<file path="src/rtl/hazard_ctrl.sv">
// hazard_ctrl: pipeline hazard and memory-stall controller for a five-stage
// RV32I core. It produces stage-register load enables, bubble/NOP flush
// strobes and gated cache request strobes. Every control output is a
// combinational function of the current inputs and the registered
// done flags, so a decision takes effect in the same cycle.
// Two performance counters track frozen cycles and inserted load-use bubbles.

module hazard_ctrl (
  input  logic        clk,
  input  logic        rst,
  input  logic [4:0]  id_rs1,
  input  logic [4:0]  id_rs2,
  input  logic        id_uses_rs1,
  input  logic        id_uses_rs2,
  input  logic [4:0]  ex_rd,
  input  logic        ex_is_load,
  input  logic        ex_br_taken,
  input  logic        imem_read,
  input  logic        imem_resp,
  input  logic        dmem_access,
  input  logic        dmem_resp,
  output logic        imem_req,
  output logic        dmem_req,
  output logic        load_pc,
  output logic        load_if_id,
  output logic        load_id_ex,
  output logic        load_ex_mem,
  output logic        load_mem_wb,
  output logic        flush_if_id,
  output logic        flush_id_ex,
  output logic [31:0] freeze_cnt,
  output logic [31:0] bubble_cnt
);

  typedef enum logic [0:0] {
    RUN    = 1'b0,
    FREEZE = 1'b1
  } state_t;

  state_t state;
  state_t state_next;

  // Sticky "this side already answered" flags. A side whose response
  // arrived while the other side is still pending must not be re-requested.
  logic imem_done_q;
  logic dmem_done_q;
  logic imem_done_next;
  logic dmem_done_next;

  logic i_pend;
  logic d_pend;
  logic mem_wait;
  logic load_use;
  logic bubble_inc;

  // Load-use detection: an EX-stage load writing a register that the ID
  // instruction reads. Writes to x0 are discarded, so they never hazard.
  function automatic logic load_use_hit(
    input logic       is_load,
    input logic [4:0] rd,
    input logic       uses_rs1,
    input logic [4:0] rs1,
    input logic       uses_rs2,
    input logic [4:0] rs2
  );
    logic match1;
    logic match2;
    match1 = uses_rs1 & (rd == rs1);
    match2 = uses_rs2 & (rd == rs2);
    return is_load & (rd != 5'd0) & (match1 | match2);
  endfunction

  // Pending-memory and hazard decode from the current inputs and done flags.
  always_comb begin
    i_pend   = imem_read & ~imem_done_q & ~imem_resp;
    d_pend   = dmem_access & ~dmem_done_q & ~dmem_resp;
    mem_wait = i_pend | d_pend;
    load_use = load_use_hit(ex_is_load, ex_rd, id_uses_rs1, id_rs1,
                            id_uses_rs2, id_rs2);
    // A bubble is only inserted when neither a freeze nor a redirect wins.
    bubble_inc = ~mem_wait & ~ex_br_taken & load_use;
  end

  // Output decision: reset > memory freeze > taken redirect > load-use > run.
  always_comb begin
    imem_req    = 1'b0;
    dmem_req    = 1'b0;
    load_pc     = 1'b0;
    load_if_id  = 1'b0;
    load_id_ex  = 1'b0;
    load_ex_mem = 1'b0;
    load_mem_wb = 1'b0;
    flush_if_id = 1'b0;
    flush_id_ex = 1'b0;
    if (rst) begin
      // Everything quiet while reset is held.
      imem_req = 1'b0;
      dmem_req = 1'b0;
    end else begin
      imem_req = imem_read & ~imem_done_q;
      dmem_req = dmem_access & ~dmem_done_q;
      if (mem_wait) begin
        // Whole pipeline holds; EX keeps any pending redirect for later.
        load_pc     = 1'b0;
        load_if_id  = 1'b0;
      end else if (ex_br_taken) begin
        // Redirect: the two younger instructions are on the wrong path.
        load_pc     = 1'b1;
        load_if_id  = 1'b1;
        load_id_ex  = 1'b1;
        load_ex_mem = 1'b1;
        load_mem_wb = 1'b1;
        flush_if_id = 1'b1;
        flush_id_ex = 1'b1;
      end else if (load_use) begin
        // Hold PC and IF/ID, inject one bubble into ID/EX. The bubble
        // clears ex_is_load next cycle, so the stall lasts exactly one cycle.
        load_pc     = 1'b0;
        load_if_id  = 1'b0;
        load_id_ex  = 1'b1;
        load_ex_mem = 1'b1;
        load_mem_wb = 1'b1;
        flush_id_ex = 1'b1;
      end else begin
        load_pc     = 1'b1;
        load_if_id  = 1'b1;
        load_id_ex  = 1'b1;
        load_ex_mem = 1'b1;
        load_mem_wb = 1'b1;
      end
    end
  end

  // Next-state and done-flag logic for the RUN/FREEZE machine.
  always_comb begin
    state_next     = state;
    imem_done_next = imem_done_q;
    dmem_done_next = dmem_done_q;
    case (state)
      RUN: begin
        if (mem_wait) begin
          state_next = FREEZE;
        end else begin
          state_next = RUN;
        end
      end
      FREEZE: begin
        if (mem_wait) begin
          state_next = FREEZE;
        end else begin
          state_next = RUN;
        end
      end
      default: begin
        state_next = RUN;
      end
    endcase
    if (mem_wait) begin
      // Remember whichever side answered so it is not asked again.
      imem_done_next = imem_done_q | imem_resp;
      dmem_done_next = dmem_done_q | dmem_resp;
    end else begin
      // Stages advance this cycle; the next access starts fresh.
      imem_done_next = 1'b0;
      dmem_done_next = 1'b0;
    end
  end

  // State and done-flag registers; reset discards any partial completion.
  always_ff @(posedge clk) begin
    if (rst) begin
      state       <= RUN;
      imem_done_q <= 1'b0;
      dmem_done_q <= 1'b0;
    end else begin
      state       <= state_next;
      imem_done_q <= imem_done_next;
      dmem_done_q <= dmem_done_next;
    end
  end

  // Performance counters, free-running with natural 32-bit wrap.
  always_ff @(posedge clk) begin
    if (rst) begin
      freeze_cnt <= 32'd0;
      bubble_cnt <= 32'd0;
    end else begin
      if (mem_wait) begin
        freeze_cnt <= freeze_cnt + 32'd1;
      end else begin
        freeze_cnt <= freeze_cnt;
      end
      if (bubble_inc) begin
        bubble_cnt <= bubble_cnt + 32'd1;
      end else begin
        bubble_cnt <= bubble_cnt;
      end
    end
  end

endmodule

</file>
<file path="config.mk">
export PLATFORM = sky130hd
export DESIGN_NAME = hazard_ctrl
export DESIGN_NICKNAME = d
export VERILOG_FILES = /design/src/rtl/hazard_ctrl.sv
export SDC_FILE = /design/constraint.sdc
export NUM_CORES = 1
export LEC_CHECK = 0
export ABC_CLOCK_PERIOD_IN_PS = 2850
export CAP_MARGIN = 10
export CORE_MARGIN = 2
export CORE_UTILIZATION = 48
export DETAILED_ROUTE_END_ITERATION = 10
export PLACE_DENSITY = 0.83
export SETUP_SLACK_MARGIN = 0.15
export SYNTH_ARGS = -nofsm -noshare
export SYNTH_HDL_FRONTEND = slang
export SYNTH_SLANG_ARGS = --single-unit
</file>
<file path="constraint.sdc">
create_clock -name clk -period 2.85 [get_ports clk]
set_input_delay 0.57 -clock clk [delete_from_list [all_inputs] [get_ports clk]]
set_output_delay 0.57 -clock clk [all_outputs]
set_load 0.01 [all_outputs]
</file>
==> metrics.txt <==
Worst Path Buf+Inv=4; clock buffer depth=2; die width=88.6 microns; Synth Instances=398; DR iter-0 viols=149; ys async rst share=0; Syn Area/Cell=8.63 sq um; TritonCTS clock tree=yes; clock latency on the worst-skew pair=0.33 ns; Die Area=7850 sq um; status=completed; H-tree Lvls=3; Critical-path top delay cell=o31a_1; PwrDens=383 nW/um^2; maximum number of pins on one net before global-route repair=47; GP Congestion=0.839; synth unique cells=42; final routed DRC violation total=0; Detail Placement HPWL=6320 microns; CP peak stage delay=0.28 ns; drt pass-1 iters=4; clock-pin slew on the worst setup and hold paths=0.07 ns; Crit Path Category=primary input to output port; Cell Int Power=1390 uW; Worst-Margin Slew=0.561 ns; Root Driver=clkbuf_8; Final Skew=0.00568 ns; non-filler cells, final=605; Antenna Violating Nets Remaining=0; dpl cells=583; WL final=8950 microns; critical path endpoint category=output port; setup violators final=0; Leak Pwr=0.00175 uW; Rel. slew slack=0.626; Cell Area, Synth=3430 sq um; effective utilization at floorplan=0.500; Comb pwr share=0.093; RSZ-0062 raised after global routing=no; vias in the first global route=3085; setup_tns=0 ns; IO Pins=98; CTS buffer count=9; ANT cells=0; Worst EP arrival=2.02 ns; Max Slew Vio Count=0; Die H=88.6 microns; antenna violations before repair=0; period utilisation layout=0.910; TritonCTS Sinks=66; first-pass GRT wire length=14400 microns; Top cell by count, worst path=buf_4; ys flop type=dfxtp_1; WP data required=2.28 ns; Startpoint Class=primary input; routed length per instance=14.8 microns; total gr overflow=0; Clock power frac=0.397; fin nets=531; Final min period=2.59 ns; row count=30; area grow syn2layout=39.2%; Seq/Total Area, Yosys=0.385; Critical Path, Cell by Cell=clkdlybuf4s15_1 > buf_4 > xor2_1 > nor4_2 > a32oi_2 > buf_4 > o31a_1 > buf_2; Switching Share=0.238; area of the core=6870 sq um; Yosys reg bits=66; share of cells above drive strength 1=0.116; leading cell type in the layout, fill and taps excluded=clkdlybuf4s50_1; fill cell count=550; syn_nets=425; vias per std cell=5.66; number of flops mapped to enable cells by yosys=0; maxcap violations=0; Worst VDD drop=245 uV; crit-path max FO=2; hold_buf cts=0; Tot GR Track Use=0.231; Fin. Hold Viols=0; fmax=0.386 GHz; Worst Hold Class=flop to flop; commonest non-fill, non-tap cells in the layout=clkdlybuf4s50_1 (77), dfxtp_1 (66), nor2_1 (46), xor2_1 (37), a21oi_1 (26); CP top delay family=buffers and inverters; switching pwr=435 uW; detailed-route via count=3425; IO buf count=97; Ys Warns=0; Seq pwr share=0.510
## per-stage QoR
step	power, uW	hold WS, ns	util	worst slack, ns	instance area [sq um]
4_1_cts	1850	0.494	0.694	0.126	4760
5_1_grt	1910	0.521	0.696	0.201	4780
3_5_place_dp	1120	0.483	0.659	-0.440	4520
6_report	1830	0.497	0.696	0.257	4780
3_3_place_gp	1110	0.463	0.659	-0.274	4520
2_1_floorplan	1030	0.492	-	0.311	3430
## cells by family (layout without fill, tap and decap cells)
logic type,after synthesis,count (layout),share of synthesized area
DFF,66,66,0.385
adders and majority gates,2,2,0.00728
buffers and inverters,28,139,0.0437
xor gates and xnor gates,41,41,0.105
muxes,7,7,0.0230
AOI/OAI and AO/OA,60,60,0.110
and+or+nand+nor,194,194,0.327
## power by group through the flow
stage | Combinational [uW] | Clock (uW) | Sequential (uW)
floorplan | 76.3 | 0 | 954
global placement | 158 | 0 | 953
detailed placement | 164 | 0 | 954
CTS | 170 | 746 | 932
global route | 184 | 790 | 933
finish | 171 | 725 | 932
## layout make-up
type,count,area [sq um],share of cell area
clock buffers,14,173,0.0361
clock inverters,2,10.0,0.00209
inverters,1,3.75,0.000785
multi-input cells,304,2010,0.420
flip-flops and latches,66,1320,0.276
well taps,96,120,0.0251
repair buffers,122,1140,0.240
## flip-flops by register name, summed over array words and instances, names as in the netlist
signal       count
bubble_cnt      32
dmem_done_q      1
freeze_cnt      32
imem_done_q      1
## cells in the mapped netlist, drive strengths merged, types with 8 or more instances
cell | number | area (sq um)
nor4 | 9 | 56.3
clkbuf | 11 | 41.3
o31ai | 21 | 158
nand3 | 24 | 125
buf | 16 | 105
nand4 | 25 | 156
nand2 | 19 | 78.8
dfxtp | 66 | 1320
and2 | 8 | 50.1
xor2 | 38 | 333
a21oi | 26 | 130
or4 | 22 | 165
and3 | 8 | 50.1
nor2 | 46 | 173
## layer usage
layer | vias to the layer above | track usage | wire (microns) | part of all wire
met5 | - | 0 | 0 | 0
met4 | 0 | 0.0992 | 103 | 0.012
met3 | 14 | 0.0541 | 749 | 0.084
met2 | 129 | 0.388 | 4320 | 0.48
met1 | 1603 | 0.284 | 3780 | 0.42
li1 | 1679 | - | - | -
## tightest hold or removal path, stage by stage (launching register included)
cell and delay, ns:
dfxtp_1 0.34, nand2_1 0.06, a21oi_1 0.05
## worst paths after layout
check,endpoint,cells after the start,slack [ns],start
setup / recovery,load_if_id,8,0.26,ex_rd[0]
hold / removal,freeze_cnt[1],2,0.50,freeze_cnt[1]
setup reg to reg,bubble_cnt[24],5,0.66,bubble_cnt[7]
hold reg to reg,freeze_cnt[1],2,0.50,freeze_cnt[1]
## timing repair
| action | 4_1_cts | 5_1_grt |
|---|---|---|
| setup buffers | 6 | 0 |
| pin swaps | 5 | 5 |
| endpoints found under the setup margin | 4 | 5 |
| resized for setup | 27 | 15 |
No activity file was read; power rests on OpenSTA's default activity.
